===== config.mk =====
export PLATFORM = sky130hd
export DESIGN_NAME = uart_tx_cfg
export DESIGN_NICKNAME = d
export VERILOG_FILES = /design/src/rtl/uart_tx_cfg_pkg.sv /design/src/rtl/uart_tx_fifo.sv /design/src/rtl/uart_tx_cfg.sv
export SDC_FILE = /design/constraint.sdc
export NUM_CORES = 1
export LEC_CHECK = 0
export CAP_MARGIN = 0
export CELL_PAD_IN_SITES_DETAIL_PLACEMENT = 0
export CELL_PAD_IN_SITES_GLOBAL_PLACEMENT = 1
export CORE_MARGIN = 3
export CORE_UTILIZATION = 45
export DETAILED_ROUTE_END_ITERATION = 10
export GPL_TIMING_DRIVEN = 1
export HOLD_SLACK_MARGIN = 0.15
export PLACE_DENSITY = 0.84
export SYNTH_ARGS = -nofsm -noshare
export SYNTH_HDL_FRONTEND = slang
export SYNTH_SLANG_ARGS = --single-unit

===== constraint.sdc =====
create_clock -name clk -period 5 [get_ports clk]
set_clock_uncertainty 0.05 [all_clocks]
set_input_delay 0.75 -clock clk [delete_from_list [all_inputs] [get_ports clk]]
set_output_delay 0.75 -clock clk [all_outputs]
set_load 0.02 [all_outputs]

===== src/rtl/uart_tx_cfg_pkg.sv =====
// uart_tx_cfg_pkg -- shared definitions for the configurable UART transmitter.
//   State enum type_uart_tx_cfg_states_e, minimum data-bit count, default widths
//   and the data-bit clamp helper.
// Config macro: UART_TX_PARITY_EN adds the StParity state to the enum.
package uart_tx_cfg_pkg;

  localparam int unsigned DataBitsMin      = 5;
  localparam int unsigned DataMaxDefault   = 8;
  localparam int unsigned BaudDivWDefault  = 16;
  localparam int unsigned FifoDepthDefault = 4;
  localparam int unsigned DataBitsW        = 4;

`ifdef UART_TX_PARITY_EN
  typedef enum logic [2:0] {
    StIdle,
    StStart,
    StData,
    StParity,
    StStop
  } type_uart_tx_cfg_states_e;
`else
  typedef enum logic [2:0] {
    StIdle,
    StStart,
    StData,
    StStop
  } type_uart_tx_cfg_states_e;
`endif

  // Clamp a requested data-bit count into [DataBitsMin, max_bits].
  function automatic logic [DataBitsW-1:0] clamp_data_bits(logic [DataBitsW-1:0] req,
                                                           int unsigned max_bits);
    if (32'(req) < DataBitsMin) return DataBitsW'(DataBitsMin);
    if (32'(req) > max_bits) return DataBitsW'(max_bits);
    return req;
  endfunction

endpackage


===== src/rtl/uart_tx_fifo.sv =====
// uart_tx_fifo -- synchronous FIFO holding words waiting to be transmitted.
//   clk, rst_n        : clock, synchronous active-low reset (flushes the FIFO)
//   push_i, wdata_i   : write request and data (ignored when full)
//   pop_i, rdata_o    : read request (ignored when empty), head-of-queue data
//   full_o, empty_o   : occupancy flags
//   count_o           : number of occupied entries
module uart_tx_fifo #(
  parameter int unsigned Width = 8,
  parameter int unsigned Depth = 4
) (
  input  logic                     clk,
  input  logic                     rst_n,
  input  logic                     push_i,
  input  logic [Width-1:0]         wdata_i,
  output logic                     full_o,
  input  logic                     pop_i,
  output logic [Width-1:0]         rdata_o,
  output logic                     empty_o,
  output logic [$clog2(Depth):0]   count_o
);

  localparam int unsigned AddrW = $clog2(Depth);
  localparam logic [AddrW:0]   CntFull = Depth[AddrW:0];
  localparam logic [AddrW:0]   CntOne  = 1;
  localparam logic [AddrW-1:0] PtrOne  = 1;

  logic [Width-1:0] mem_q [Depth];
  logic [AddrW-1:0] wr_ptr_q, rd_ptr_q;
  logic [AddrW:0]   count_q;
  logic             do_push, do_pop;

  assign full_o  = (count_q == CntFull);
  assign empty_o = (count_q == '0);
  assign do_push = push_i && !full_o;
  assign do_pop  = pop_i && !empty_o;
  assign rdata_o = mem_q[rd_ptr_q];
  assign count_o = count_q;

  // Depth is a power of two, so pointers wrap naturally.
  always_ff @(posedge clk) begin
    if (!rst_n) begin
      wr_ptr_q <= '0;
      rd_ptr_q <= '0;
      count_q  <= '0;
    end else begin
      if (do_push) wr_ptr_q <= wr_ptr_q + PtrOne;
      if (do_pop)  rd_ptr_q <= rd_ptr_q + PtrOne;
      case ({do_push, do_pop})
        2'b10:   count_q <= count_q + CntOne;
        2'b01:   count_q <= count_q - CntOne;
        default: count_q <= count_q;
      endcase
    end
  end

  always_ff @(posedge clk) begin
    if (do_push) mem_q[wr_ptr_q] <= wdata_i;
  end

endmodule


===== src/rtl/uart_tx_cfg.sv =====
// uart_tx_cfg -- UART transmitter with runtime frame configuration and TX FIFO.
//   clk, rst_n          : clock, synchronous active-low reset (aborts frame, flushes FIFO)
//   tx_data_i, valid_i  : word to send (LSB first) and write request
//   ready_o             : FIFO not full
//   baud_div_i          : clock cycles per bit (0 treated as 1)
//   data_bits_i         : data bits per frame, clamped to 5..DATA_MAX
//   two_stop_bits_i     : 1 = two stop bits
//   parity_en_i         : append parity bit (parity builds only)
//   parity_odd_i        : 1 = odd parity (parity builds only)
//   tx_pin_o            : registered serial line, idle high
//   busy_o              : transmitter not idle
//   fifo_count_o        : occupied FIFO entries
// Config macro: UART_TX_PARITY_EN enables the parity state; without it the
// parity inputs are ignored and no parity bit is ever sent.
module uart_tx_cfg
  import uart_tx_cfg_pkg::*;
#(
  parameter int unsigned DATA_MAX   = DataMaxDefault,
  parameter int unsigned BAUD_DIV_W = BaudDivWDefault,
  parameter int unsigned FIFO_DEPTH = FifoDepthDefault
) (
  input  logic                        clk,
  input  logic                        rst_n,
  input  logic [DATA_MAX-1:0]         tx_data_i,
  input  logic                        valid_i,
  output logic                        ready_o,
  input  logic [BAUD_DIV_W-1:0]       baud_div_i,
  input  logic [DataBitsW-1:0]        data_bits_i,
  input  logic                        two_stop_bits_i,
  input  logic                        parity_en_i,
  input  logic                        parity_odd_i,
  output logic                        tx_pin_o,
  output logic                        busy_o,
  output logic [$clog2(FIFO_DEPTH):0] fifo_count_o
);

  type_uart_tx_cfg_states_e state_q, state_d;

  logic [BAUD_DIV_W-1:0] baud_cnt_q, baud_cnt_d;
  logic [BAUD_DIV_W-1:0] div_q, div_d;
  logic [DataBitsW-1:0]  bit_cnt_q, bit_cnt_d;
  logic [DataBitsW-1:0]  nbits_q, nbits_d;
  logic [DATA_MAX-1:0]   shift_q, shift_d;
  logic                  two_stop_q, two_stop_d;
  logic                  tx_pin_q, tx_pin_d;

  logic                  fifo_full, fifo_empty, pop;
  logic [DATA_MAX-1:0]   fifo_rdata;
  logic                  baud_end;
  logic [DataBitsW-1:0]  nbits_in;
  logic [BAUD_DIV_W-1:0] div_in;

  assign nbits_in = clamp_data_bits(data_bits_i, DATA_MAX);
  assign div_in   = (baud_div_i == '0) ? BAUD_DIV_W'(1) : baud_div_i;
  assign baud_end = (baud_cnt_q == div_q - BAUD_DIV_W'(1));

`ifdef UART_TX_PARITY_EN
  logic par_en_q, par_en_d;
  logic par_bit_q, par_bit_d;
  logic frame_par;

  // Parity of the word about to be popped, over the clamped bit count only.
  always_comb begin
    frame_par = parity_odd_i;
    for (int unsigned i = 0; i < DATA_MAX; i++) begin
      if (i < 32'(nbits_in)) frame_par = frame_par ^ fifo_rdata[i];
    end
  end
`else
  logic unused_parity;
  assign unused_parity = parity_en_i ^ parity_odd_i;
`endif

  uart_tx_fifo #(
    .Width (DATA_MAX),
    .Depth (FIFO_DEPTH)
  ) u_fifo (
    .clk     (clk),
    .rst_n   (rst_n),
    .push_i  (valid_i),
    .wdata_i (tx_data_i),
    .full_o  (fifo_full),
    .pop_i   (pop),
    .rdata_o (fifo_rdata),
    .empty_o (fifo_empty),
    .count_o (fifo_count_o)
  );

  // State register and datapath registers.
  always_ff @(posedge clk) begin
    if (!rst_n) begin
      state_q    <= StIdle;
      baud_cnt_q <= '0;
      div_q      <= BAUD_DIV_W'(1);
      bit_cnt_q  <= '0;
      nbits_q    <= DataBitsW'(DATA_MAX);
      shift_q    <= '0;
      two_stop_q <= 1'b0;
      tx_pin_q   <= 1'b1;
`ifdef UART_TX_PARITY_EN
      par_en_q   <= 1'b0;
      par_bit_q  <= 1'b0;
`endif
    end else begin
      state_q    <= state_d;
      baud_cnt_q <= baud_cnt_d;
      div_q      <= div_d;
      bit_cnt_q  <= bit_cnt_d;
      nbits_q    <= nbits_d;
      shift_q    <= shift_d;
      two_stop_q <= two_stop_d;
      tx_pin_q   <= tx_pin_d;
`ifdef UART_TX_PARITY_EN
      par_en_q   <= par_en_d;
      par_bit_q  <= par_bit_d;
`endif
    end
  end

  // Next-state logic. bit_cnt counts data bits in StData and stop bits in StStop.
  always_comb begin
    state_d    = state_q;
    baud_cnt_d = baud_cnt_q;
    div_d      = div_q;
    bit_cnt_d  = bit_cnt_q;
    nbits_d    = nbits_q;
    shift_d    = shift_q;
    two_stop_d = two_stop_q;
    pop        = 1'b0;
`ifdef UART_TX_PARITY_EN
    par_en_d   = par_en_q;
    par_bit_d  = par_bit_q;
`endif

    case (state_q)
      StIdle: begin
        if (!fifo_empty) pop = 1'b1;
      end
      StStart: begin
        if (baud_end) begin
          state_d    = StData;
          baud_cnt_d = '0;
          bit_cnt_d  = '0;
        end else begin
          baud_cnt_d = baud_cnt_q + BAUD_DIV_W'(1);
        end
      end
      StData: begin
        if (baud_end) begin
          baud_cnt_d = '0;
          if (bit_cnt_q == nbits_q - DataBitsW'(1)) begin
            bit_cnt_d = '0;
`ifdef UART_TX_PARITY_EN
            state_d   = par_en_q ? StParity : StStop;
`else
            state_d   = StStop;
`endif
          end else begin
            bit_cnt_d = bit_cnt_q + DataBitsW'(1);
            shift_d   = shift_q >> 1;
          end
        end else begin
          baud_cnt_d = baud_cnt_q + BAUD_DIV_W'(1);
        end
      end
`ifdef UART_TX_PARITY_EN
      StParity: begin
        if (baud_end) begin
          state_d    = StStop;
          baud_cnt_d = '0;
          bit_cnt_d  = '0;
        end else begin
          baud_cnt_d = baud_cnt_q + BAUD_DIV_W'(1);
        end
      end
`endif
      StStop: begin
        if (baud_end) begin
          baud_cnt_d = '0;
          if (bit_cnt_q == {{(DataBitsW-1){1'b0}}, two_stop_q}) begin
            // Last cycle of the final stop bit: chain straight into the next frame.
            if (!fifo_empty) pop = 1'b1;
            else state_d = StIdle;
          end else begin
            bit_cnt_d = bit_cnt_q + DataBitsW'(1);
          end
        end else begin
          baud_cnt_d = baud_cnt_q + BAUD_DIV_W'(1);
        end
      end
      default: state_d = StIdle;
    endcase

    // Frame configuration is captured only here, so mid-frame input changes
    // apply to the next frame.
    if (pop) begin
      state_d    = StStart;
      baud_cnt_d = '0;
      bit_cnt_d  = '0;
      div_d      = div_in;
      nbits_d    = nbits_in;
      two_stop_d = two_stop_bits_i;
      shift_d    = fifo_rdata;
`ifdef UART_TX_PARITY_EN
      par_en_d   = parity_en_i;
      par_bit_d  = frame_par;
`endif
    end
  end

  // Line level is derived from the next state so the registered pin lines up
  // with state_q.
  always_comb begin
    tx_pin_d = 1'b1;
    case (state_d)
      StStart:  tx_pin_d = 1'b0;
      StData:   tx_pin_d = shift_d[0];
`ifdef UART_TX_PARITY_EN
      StParity: tx_pin_d = par_bit_d;
`endif
      default:  tx_pin_d = 1'b1;
    endcase
  end

  assign tx_pin_o = tx_pin_q;
  assign busy_o   = (state_q != StIdle);
  assign ready_o  = !fifo_full;

endmodule

==> Word level (Yosys, flattened, before mapping) <==
Memories as Yosys holds them, arrays and structs flattened. A register that Yosys moved wholly into a read port is not among the register bits.
Cells that the tools add are included.
{ "classes": {"add_sub_neg": 8, "multipliers": 0, "div_mod_pow": 0, "n_lt_le_gt_ge": 2, "n_eq_ne": 16, "shift": 0, "mux": 37, "bitwise": 1, "reduce_logical": 16} }
{ "op_table": {"columns": ["cell", "count"], "rows": [
  ["two-way mux 4 bit", 9],
  ["two-way mux 16 bit", 2],
  ["two-way mux 8 bit", 4],
  ["two-way mux 3 bit", 7],
  ["adder 16 x 1 -> 16 bit, second input constant", 1],
  ["== test 16 bit", 1],
  ["zero test 16 bit", 1],
  ["subtractor 16 x 1 -> 16 bit, second input constant", 1],
  ["case mux 3 bit (4 select lines)", 1],
  ["case mux 4 bit (3 select lines)", 1],
  ["== test 3 x 2 -> 1 bit, second input constant", 3],
  ["two-way mux 1 bit", 8],
  ["!= test 2 bit, second input constant", 4],
  ["== test 3 x 1 -> 1 bit, second input constant", 2],
  ["zero test 3 bit", 2],
  ["case mux 3 bit (2 select lines)", 1],
  ["nonzero test 2 bit", 3],
  ["nonzero test 3 bit", 2],
  ["AND reduction 5 bit", 1],
  ["adder 2 x 1 -> 2 bit, second input constant", 2],
  ["adder 4 x 1 -> 4 bit, second input constant", 1],
  ["== test 4 x 1 -> 1 bit", 1],
  ["== test 4 bit", 1],
  ["greater-than comparator 4 bit, second input constant", 1],
  ["16 further kinds", 20]
]} }
{ "totals": {"regBits": 60, "latch_bits": 0, "mem_bits_rw": 32, "rom_bits": 0, "word_cells": 93, "n_memories": 1} }
{ "mem_list": {"columns": ["memory", "words", "width", "rd", "rd_clocked_by_memory_dff", "write_ports", "line_no", "rtl"], "rows": [
  ["u_fifo.mem_q", 4, 8, 1, 1, 1, "uart_tx_fifo.sv:27", "logic [Width-1:0] mem_q [Depth];"]
]} }

==> Longest topological paths before layout <==
Gate-level depths: netlist of the first run.
{ "depth": {"ltp_word": 8, "mapped_depth": 16, "ltp_nobuf": 15} }

==> Modules after synthesis <==
From an unflattened synthesis of the first run, not the netlist that was laid out.
{ "unflattened": {"hier_cells": 444, "area_unflattened_um2": 4490.6} }
{ "modules_own_cells": {"columns": ["module", "instances", "cells_per_inst", "area_each_um2", "seq_area_each_um2"], "rows": [
  ["uart_tx_cfg", 1, 348, 2846.5, 1061.0],
  ["uart_tx_fifo", 1, 96, 1644.1, 1141.1]
]} }

==> Worst setup path after synthesis of the first run <==
No wires, ideal clock.
{ "synth_path": {"path_kind": "register to register", "startpoint": "register div_q[0]", "endpoint": "register u_fifo.count_q[2] (netlist: u_fifo.count_o[2])", "setup_ns": 0.070, "arrival_ns": 3.943, "slack_ns": 0.937, "stages_incl_launch_ff": 17, "path_buffers": 1, "period_less_slack_ns": 4.063, "path_cell_list": "dfxtp_1 > inv_1 > ha_1 > or3b_1 > or4_1 > a21o_1 > a22o_1 > nor4b_4 > a21oi_2 > inv_2 > buf_2 > ha_1 > inv_1 > fa_1 > xor2_1 > or3_1 > a21oi_1"} }
{ "synth_via": {"elab_chain_len": 7, "elab_cells_between_ends": 9, "cone_classes": "add/sub: 1; eq/ne: 3; mux: 3; reduce/logical: 2"} }
{ "synth_rtl": {"columns": ["item", "line_no", "rtl"], "rows": [
  ["start, declared", "uart_tx_cfg.sv:40", "logic [BAUD_DIV_W-1:0] div_q, div_d;"],
  ["start signal, assigned", "uart_tx_cfg.sv:107", "div_q <= div_d;"],
  ["subtractor 16 x 1 -> 16 bit *", "uart_tx_cfg.sv:55", "assign baud_end = (baud_cnt_q == div_q - BAUD_DIV_W'(1));"],
  ["== test 16 bit *", "uart_tx_cfg.sv:55", null],
  ["two-way mux 1 bit *", "uart_tx_cfg.sv:178", "if (baud_end) begin"],
  ["case mux 1 bit (2 select lines) *", "uart_tx_cfg.sv:135", "case (state_q)"],
  ["logical AND 1 bit *", "uart_tx_fifo.sv:35", "assign do_pop = pop_i && !empty_o;"],
  ["net u_fifo.do_pop", "uart_tx_fifo.sv:30", "logic do_push, do_pop;"],
  ["== test 2 x 1 -> 1 bit or == test 2 bit (tied branches)", "uart_tx_fifo.sv:48", "case ({do_push, do_pop})"],
  ["case mux 3 bit (2 select lines) or nonzero test 2 bit (tied branches)", null, null],
  ["end signal, assigned", "uart_tx_fifo.sv:49", "2'b10: count_q <= count_q + CntOne;"],
  ["end signal, assigned", "uart_tx_fifo.sv:50", "2'b01: count_q <= count_q - CntOne;"],
  ["end signal, assigned", "uart_tx_fifo.sv:51", "default: count_q <= count_q;"],
  ["end, declared", "uart_tx_fifo.sv:29", "logic [AddrW:0] count_q;"]
]} }
Mark *: on every way through the listed nets, which the timed path passes. The rest lies on a longest branch.
A chain may end at the register's enable or synchronous reset.

==> Worst setup path after layout of the first run <==
{ "layout_path": {"startpoint": "register div_q[0]", "endpoint": "register u_fifo.count_q[2] (netlist: u_fifo.count_o[2])"} }
{ "layout_via": {"elab_chain_len": 7, "elab_cells_between_ends": 9, "cone_classes": "add/sub: 1; eq/ne: 3; mux: 3; reduce/logical: 2"} }
{ "layout_rtl": {"columns": ["item", "line_no"], "rows": [
  ["subtractor 16 x 1 -> 16 bit *", "uart_tx_cfg.sv:55"],
  ["== test 16 bit *", "uart_tx_cfg.sv:55"],
  ["two-way mux 1 bit *", "uart_tx_cfg.sv:178"],
  ["case mux 1 bit (2 select lines) *", "uart_tx_cfg.sv:135"],
  ["logical AND 1 bit *", "uart_tx_fifo.sv:35"],
  ["== test 2 x 1 -> 1 bit or == test 2 bit (tied branches)", "uart_tx_fifo.sv:48"],
  ["case mux 3 bit (2 select lines) or nonzero test 2 bit (tied branches)", null]
]} }
Every way passes the cells marked *; elsewhere a longest branch is shown, timed or not.

==> flow_metrics.tcl, run 1 <==
set metrics [dict create \
    firstDrtPassIters 4 \
    holdBufCountCts 0 \
    rsz0062_at_grt "false" \
    fillCellCount 885 \
    io_pins 40 \
    drt-vias-per-instance 5.43 \
    reg2reg_setup_slack_ps 1010 \
    wl_per_cell_um 14.9 \
    final_common_cell "dfxtp_1" \
    worstPathRequired_ps 5240 \
    start_kind "register" \
    first_global_vias 3302 \
    cp.arrival_ps 4230 \
    path_cells "inv_1, ha_1, nor3b_2, xnor2_1, nor3b_1, o2111ai_1, nor4b_4, a21oi_2, inv_2, ha_1, inv_1, fa_1, xor2_1, or3_1, a21oi_1" \
    clockBufferDepth 2 \
    cts_buffers 9 \
    clkSinkCount 94 \
    htree_levels 3 \
    cp_max_fo 9 \
    core.rowCount 36 \
    syn_area_um2 4590 \
    io_buffers 37 \
    drc_errors 0 \
    ant_nets 0 \
    initial_core_util_pct 46.5 \
    power.internal_mw 1.54 \
    vias 3441 \
    p_clk_share_pct 20.5 \
    areaGrowthSynthToFinish_pct 14.4 \
    finalCritPeriodShare_pct 79.8 \
    swShare_pct 36.9 \
    worst-path-stages 15 \
    cts_tree "done" \
    synth_cell_type_count 61 \
    clk_pin_slew_ps 90 \
    grt_pass1_wl_um 16100 \
    drive_above_1_share_pct 7.78 \
    slew_violations 0 \
    slowest_delay_ps 580 \
    maxCapViolCount 0 \
    slew_headroom_pct 57.1 \
    setup_viol 0 \
    dieArea_um2 11400 \
    finalWorstSetupSlack_ps 1010 \
    n_antenna_cell 0 \
    die_x_um 107 \
    seqPwrFrac_pct 42.6 \
    overflow 0 \
    synth_edf_count 32 \
    cellPowerDensity_nw_per_um2 464 \
    ys_seq_elements 94 \
    setup-tns-final_ps 0 \
    min_from "nbits_q[3]" \
    endpoint "u_fifo.count_o[2]" \
    fin_nets 540 \
    async_reset_ff_share_pct 0 \
    startpoint "div_q[0]" \
    crit_type "register to register" \
    worst_path_dominant_cell_family "simple AND/OR/NAND/NOR gates" \
    syn_nets 512 \
    cts_setup_buffers 0 \
    place_ws_ps 1070 \
    die_y_um 107 \
    grt_antenna_before_repair 0 \
    clock.fmax_mhz 250 \
    hold_path.class "register to register" \
    ys_warn_count 0 \
    rr_endpoint "u_fifo.count_o[2]" \
    irDropWorstVdd_mv 0.217 \
    grt_use_total_pct 17.9 \
    worst_pin_slew_ps 638 \
    clk_latency_ps 360 \
    path_buf_inv 3 \
    reg2regPathDepth 15 \
    final_cell_mix "dfxtp_1, nand2_1, nor2_1" \
    drt_wl_total_um 9480 \
    switching_power_uw 900 \
    end_kind "register" \
    yosysSeqAreaShare_pct 48.0 \
    cpMaxStageDelayCell "nor3b_2" \
    synth.avg_cell_area_um2 9.81 \
    finalHoldViolations 0 \
    cts_root_buffer "clkbuf_8" \
    synth_ff_type "dfxtp_1" \
    place_congestion 0.820 \
    timing.final.crit_period_ps 3990 \
    cts.repair.resized 0 \
    core-area_um2 9860 \
    power_frac_comb_pct 36.9 \
    synthCells 468 \
    drt_iter0_markers 154 \
    status "completed" \
    dpl.hpwl_um 6770 \
    p_leak_nw 1.82 \
    worst_r2r_startpoint "div_q[0]" \
    grt_max_degree 46 \
]
## synthesized netlist by cell type, types with 4 or more instances
cell type,number,area (um^2)
a21oi_1,31,155
a31oi_1,5,31.3
and3_1,9,56.3
buf_2,5,25.0
clkbuf_1,17,63.8
dfxtp_1,62,1240
edfxtp_1,32,961
ha_1,9,113
inv_1,15,56.3
mux4_2,8,180
nand2_1,58,218
nand3_1,22,110
nand4_1,12,75.1
nor2_1,38,143
nor3_1,10,50.1
nor4_1,8,50.1
o211ai_1,5,37.5
o21ai_0,10,50.1
or3_1,4,25.0
xnor2_1,30,263
xor2_1,21,184
## logic make-up after synthesis
group / after synthesis / share of synthesized area, %
fa+ha+maj: 10 / 2.89
other cells: 1 / 0.0817
compound gates: 74 / 10.2
buf+inv: 40 / 3.41
mux: 11 / 4.58
simple gates: 187 / 21.1
flops: 94 / 48.0
xor+xnor: 51 / 9.73
## final cells by class
| class | instances | area, um^2 | area share, % |
|---|---|---|---|
| flip-flops and latches | 94 | 2200 | 41.9 |
| inverters | 16 | 60.1 | 1.14 |
| clock inverters | 6 | 62.6 | 1.19 |
| clock buffers | 10 | 128 | 2.43 |
| multi-input cells | 334 | 2230 | 42.5 |
| repair buffers | 41 | 400 | 7.63 |
| well taps | 133 | 166 | 3.17 |
## power by group through the flow
stage / Clock, mW / Sequential [mW] / Combinational [mW]
finish: 0.498 / 1.04 / 0.899
global route: 0.546 / 1.06 / 1.01
CTS: 0.512 / 1.04 / 0.903
detailed placement: 0 / 1.06 / 0.900
global placement: 0 / 1.05 / 0.882
floorplan: 0 / 1.01 / 0.702
## flip-flops by register name (all words and copies together) (netlist names), named ones only
signal,cells
u_fifo.wr_ptr_q,2
bit_cnt_q,4
nbits_q,4
state_q,3
baud_cnt_q,16
u_fifo.count_o,3
two_stop_q,1
shift_q,8
u_fifo.mem_q,32
u_fifo.rd_ptr_q,2
tx_pin_o,1
div_q,16
## tightest hold or removal path: stages, from the launching register on
cell and delay, ps:
dfxtp_1 330, nand2_1 60, nand2_1 40
## layer usage
metal  vias to the layer above  global-route usage, %  routed length, um
li1                       1730                      -                  -
met1                      1640                   24.5               4470
met2                        61                   28.3               4510
met3                        10                   2.53                325
met4                         0                   7.85                170
met5                         -                      0                  0
## worst min-delay path by stage
stage	to	slack [ps]	cells after the start
2_1_floorplan	nbits_q[3]	380	2
3_3_place_gp	nbits_q[3]	400	2
3_5_place_dp	nbits_q[3]	400	2
4_1_cts	nbits_q[3]	410	2
5_1_grt	nbits_q[3]	440	2
6_report	nbits_q[3]	410	2
## per-stage QoR
step	power (mW)	hold WS (ps)	cell area [um^2]	util, %	std cells
2_1_floorplan	1.71	385	4590	-	468
3_3_place_gp	1.94	399	5060	51.3	618
3_5_place_dp	1.96	401	5060	51.3	618
4_1_cts	2.46	414	5250	53.2	634
5_1_grt	2.61	445	5250	53.2	634
6_report	2.44	411	5250	53.2	634
(Power assumes the default switching activity.)
==> run 2: changes to the inputs <==
==> constraint.sdc (replaced) <==
create_clock -name clk -period 3.9 [get_ports clk]
set_clock_uncertainty 0.05 [all_clocks]
set_input_delay 0.585 -clock clk [delete_from_list [all_inputs] [get_ports clk]]
set_output_delay 0.585 -clock clk [all_outputs]
set_load 0.02 [all_outputs]
==> run 2 against run 1 <==
Against the previous run: non-clock buffer count rose by 8; sequential cell count unchanged; clock power rose by 39%; register-to-register slack lost 830 ps; via count grew 0.78%; fmax rose by 7.3%; critical path type unchanged; largest cell class unchanged.
==> flow_metrics.tcl, run 2 (same netlist as run 1, synthesis figures left out) <==
set metrics [dict create \
    status "completed" \
    rsz0062_at_grt "false" \
    maxCapViolCount 0 \
    overflow 0 \
    firstDrtPassIters 4 \
    p_leak_nw 1.87 \
    drt_iter0_markers 277 \
    dpl.hpwl_um 7230 \
    wl_per_cell_um 15.2 \
    final_cell_mix "dfxtp_1, nand2_1, nor2_1" \
    slew_headroom_pct 54.0 \
    die_y_um 107 \
    drt_wl_total_um 9740 \
    cts_tree "done" \
    worst_r2r_startpoint "div_q[1]" \
    drc_errors 0 \
    m1WireLength_um 4370 \
    endpoint "u_fifo.count_o[2]" \
    seqPwrFrac_pct 40.4 \
    dieArea_um2 11400 \
    clockBufferDepth 2 \
    core-area_um2 9860 \
    worst_pin_slew_ps 685 \
    clk_latency_ps 380 \
    io_pins 40 \
    cts_buffers 9 \
    drive_above_1_share_pct 11.0 \
    n_antenna_cell 0 \
    rr_endpoint "u_fifo.count_o[2]" \
    p_clk_share_pct 21.2 \
    drt-vias-per-instance 5.40 \
    first_global_vias 3493 \
    grt_use_total_pct 18.4 \
    vias 3468 \
    finalHoldViolations 0 \
    multi_input_area_um2 2280 \
    worst-path-stages 15 \
    initial_core_util_pct 46.5 \
    grt_antenna_before_repair 0 \
    place_congestion 0.829 \
    setup-tns-final_ps 0 \
    startpoint "div_q[1]" \
    power.internal_mw 2.05 \
    cts_root_buffer "clkbuf_8" \
    power_frac_comb_pct 38.4 \
    worstPathRequired_ps 4160 \
    reg2regPathDepth 15 \
    routed.top_layer "met4" \
    cp.arrival_ps 3980 \
    cellPowerDensity_nw_per_um2 605 \
    cp_max_fo 6 \
    io_buffers 37 \
    irDropWorstVdd_mv 0.423 \
    clkSinkCount 94 \
    setup_viol 0 \
    grt_max_degree 46 \
    crit_type "register to register" \
    largestRegisters "u_fifo.mem_q x32, baud_cnt_q x16, div_q x16" \
    switching_power_mw 1.21 \
    slowest_delay_ps 470 \
    path_cells "inv_2, ha_4, or3b_4, or4_1, a21o_1, a22o_4, nor4b_4, a21oi_4, inv_2, ha_4, inv_1, fa_1, xor2_1, or3_1, a21oi_1" \
    htree_levels 3 \
    place_area_um2 5160 \
    grt_pass1_wl_um 16700 \
    cpMaxStageDelayCell "or4_1" \
    start_kind "register" \
    worst_path_dominant_cell_family "simple AND/OR/NAND/NOR gates" \
    hold_path.class "register to register" \
    dr_wl_met2_um 4900 \
    stdcell_area_um2 5380 \
    final_common_cell "dfxtp_1" \
    core.rowCount 36 \
    swShare_pct 37.1 \
    slew_violations 0 \
    path_buf_inv 3 \
    largest_reg_flops 32 \
    areaGrowthSynthToFinish_pct 17.3 \
    reg2reg_setup_slack_ps 180 \
    holdBufCountCts 0 \
    fillCellCount 838 \
    die_x_um 107 \
    clk_pin_slew_ps 100 \
    ant_nets 0 \
    clock.fmax_mhz 269 \
    finalCritPeriodShare_pct 95.4 \
    fin_nets 548 \
    register_area_um2 2200 \
    wl_met3_um 340 \
    regMostFlops "u_fifo.mem_q" \
    end_kind "register" \
    timing.final.crit_period_ps 3720 \
]
## run 2: layout make-up
| class | count | area share (%) |
|---|---|---|
| inverter | 16 | 1.12 |
| clock inverter | 7 | 1.60 |
| clock buffer | 9 | 2.30 |
| tap | 133 | 3.09 |
| multi-input combinational | 334 | 42.4 |
| timing repair buffer | 49 | 8.55 |
| sequential | 94 | 41.0 |
## run 2: tightest hold or removal path, cell delays in order, from the launching register on
cell	delay (ps)
dfxtp_1	340
nand2_1	60
nand2_1	40
## run 2: what timing repair did
item / 4_1_cts / 5_1_grt
setup endpoints to repair: 0 / 1
resized for setup: 0 / 2
setup buffers: 0 / 0
## run 2: power by group through the flow
stage	sequential, mW	combinational [mW]	clock [mW]
2_1_floorplan	1.30	0.936	0
3_3_place_gp	1.33	1.21	0
3_5_place_dp	1.34	1.23	0
4_1_cts	1.32	1.24	0.716
5_1_grt	1.34	1.38	0.753
6_report	1.31	1.25	0.690
## run 2: worst min-delay path by stage
stage | depth (start not counted) | to | startpoint
final | 2 | nbits_q[3] | nbits_q[3]
after detailed placement | 2 | nbits_q[3] | nbits_q[3]
after global placement | 2 | nbits_q[3] | nbits_q[3]
after global routing | 2 | shift_q[1] | shift_q[1]
after floorplan | 2 | nbits_q[3] | nbits_q[3]
after CTS | 2 | shift_q[1] | shift_q[1]
## run 2: layer usage
metal,track usage [%],vias up
met2,31.2,49
li1,-,1748
met1,22.9,1663
met4,6.76,0
met5,0,-
met3,4.46,8
## run 2: through the flow
stage / util [%] / hold WS, ps / setup slack (ps) / instances / power, mW
after floorplan: - / 385 / 39.6 / 468 / 2.23
final: 54.6 / 422 / 181 / 642 / 3.25
after detailed placement: 52.3 / 408 / 129 / 626 / 2.57
after global routing: 54.6 / 450 / 9.77 / 642 / 3.48
after CTS: 54.4 / 430 / 98.5 / 642 / 3.27
after global placement: 52.3 / 405 / 198 / 626 / 2.54
==> run 3: changes to the inputs <==
--- a/config.mk
+++ b/config.mk
@@ -5,11 +5,13 @@
 export SDC_FILE = /design/constraint.sdc
 export NUM_CORES = 1
 export LEC_CHECK = 0
+export ABC_AREA = 0
 export CAP_MARGIN = 0
 export CELL_PAD_IN_SITES_DETAIL_PLACEMENT = 0
 export CELL_PAD_IN_SITES_GLOBAL_PLACEMENT = 1
 export CORE_MARGIN = 3
 export CORE_UTILIZATION = 45
+export CTS_BUF_LIST = sky130_fd_sc_hd__clkbuf_16
 export DETAILED_ROUTE_END_ITERATION = 10
 export GPL_TIMING_DRIVEN = 1
 export HOLD_SLACK_MARGIN = 0.15
==> run 3 against run 2 <==
Against the previous run: sequential cell count unchanged; die area unchanged; worst setup slack worse by 8.4 ps; non-clock buffer count stayed put; sequential power hardly changed; power grew 6.9%; sequential share of layout area shrank 0.76 points.
==> flow_metrics.tcl, run 3 (same netlist as run 1, synthesis figures left out) <==
set metrics [dict create \
    worst_r2r_startpoint "div_q[1]" \
    fillCellCount 829 \
    irDropWorstVdd_mv 0.448 \
    cp.arrival_ps 3950 \
    final_common_cell "dfxtp_1" \
    min_from "nbits_q[3]" \
    grt_pass1_wl_um 16800 \
    firstDrtPassIters 4 \
    drive_above_1_share_pct 11.0 \
    grt_max_degree 46 \
    end_kind "register" \
    setup_viol 0 \
    cp_max_fo 6 \
    clockBufferDepth 2 \
    clk_pin_slew_ps 70 \
    slew_headroom_pct 55.4 \
    cts_tree "done" \
    cts_buffers 9 \
    core-area_um2 9860 \
    min_to "nbits_q[3]" \
    io_buffers 37 \
    timing.hold.ws_ps 424 \
    largest_reg_flops 32 \
    rsz0062_at_grt "false" \
    gr-usage-met3_pct 4.94 \
    timing.final.crit_period_ps 3730 \
    maxCapViolCount 0 \
    hold_path.class "register to register" \
    die_y_um 107 \
    clkSinkCount 94 \
    n_antenna_cell 0 \
    drt-vias-per-instance 5.39 \
    finalHoldViolations 0 \
    drt_wl_total_um 9730 \
    vias 3463 \
    drt_iter0_markers 273 \
    dieArea_um2 11400 \
    grt.met1_usage_pct 23.0 \
    grtUsageMet2_pct 31.4 \
    reg2reg_setup_slack_ps 170 \
    largestRegisters "u_fifo.mem_q x32, baud_cnt_q x16, div_q x16" \
    io_pins 40 \
    fin_nets 548 \
    rr_endpoint "u_fifo.count_o[2]" \
    first_global_vias 3493 \
    reg2regPathDepth 15 \
    initial_core_util_pct 46.5 \
    grt_use_total_pct 18.5 \
    regMostFlops "u_fifo.mem_q" \
    cellPowerDensity_nw_per_um2 635 \
    cts_root_buffer "clkbuf_16" \
    crit_type "register to register" \
    overflow 0 \
    start_kind "register" \
    status "completed" \
    wl_per_cell_um 15.2 \
    htree_levels 3 \
    finalCritPeriodShare_pct 95.6 \
    slew_violations 0 \
    p_leak_nw 1.92 \
    areaGrowthSynthToFinish_pct 19.5 \
    core.rowCount 36 \
    drc_errors 0 \
    worst_pin_slew_ps 664 \
    busiest_layer "met2" \
    place_congestion 0.829 \
    die_x_um 107 \
    grt_antenna_before_repair 0 \
    final_cell_mix "dfxtp_1, nand2_1, nor2_1" \
    setup-tns-final_ps 0 \
    whs_path_depth 2 \
    clk_latency_ps 350 \
    worstPathRequired_ps 4120 \
    ant_nets 0 \
    clock.fmax_mhz 268 \
    dpl.hpwl_um 7230 \
]
[run 3: cell counts in the layout (fill, tap and decap cells not counted)]
Identical to the previous run, type by type.
[run 3: how the worst max path moves through the flow]
stage | to | startpoint
floorplan | u_fifo.count_o[2] | div_q[1]
global placement | u_fifo.count_o[2] | div_q[1]
CTS | u_fifo.count_o[2] | div_q[1]
global route | u_fifo.count_o[2] | div_q[1]
finish | u_fifo.count_o[2] | div_q[1]
detailed placement | u_fifo.count_o[2] | div_q[1]
[run 3: area by class of cell]
cell class | count | area, um^2 | share of cell area, %
clock buffer | 9 | 225 | 4.11
tap | 133 | 166 | 3.03
clock inverter | 7 | 86.3 | 1.57
sequential | 94 | 2200 | 40.2
timing repair buffer | 49 | 460 | 8.40
inverter | 16 | 60.1 | 1.10
multi-input combinational | 334 | 2280 | 41.6
[run 3: per-layer routing]
layer | vias up | routed length, um
met5 | - | 0
met4 | 0 | 99
met3 | 9 | 300
met2 | 39 | 4880
met1 | 1670 | 4460
li1 | 1745 | -
[run 3: per-stage QoR]
stage               power, mW  cells  worst slack, ps  util, %  instance area [um^2]
finish                   3.48    642              173     55.6                  5480
global route             3.71    642             13.1     55.6                  5480
CTS                      3.50    642              101     55.4                  5470
detailed placement       2.57    626              129     52.3                  5160
global placement         2.54    626              198     52.3                  5160
floorplan                2.23    468             39.6        -                  4630
[run 3: worst max-delay path, cell delays in order (launching register included)]
cell	delay (ps)
dfxtp_2	350
inv_2	70
ha_4	170
or3b_4	390
or4_1	470
a21o_1	190
a22o_4	260
nor4b_4	300
a21oi_4	110
inv_2	100
ha_4	140
inv_1	50
fa_1	380
xor2_1	160
or3_1	310
a21oi_1	150
[run 3: repair_timing]
item,in CTS,in global routing
gates resized for setup,0,2
hold buffers,0,0
buffers inserted,0,0
setup endpoints to repair,0,1
[run 3: where the power goes]
group | total (mW) | internal [mW] | switching [mW]
Combinational | 1.25 | 0.568 | 0.681
Sequential | 1.32 | 1.17 | 0.148
Clock | 0.914 | 0.514 | 0.400
Total | 3.48 | 2.25 | 1.23
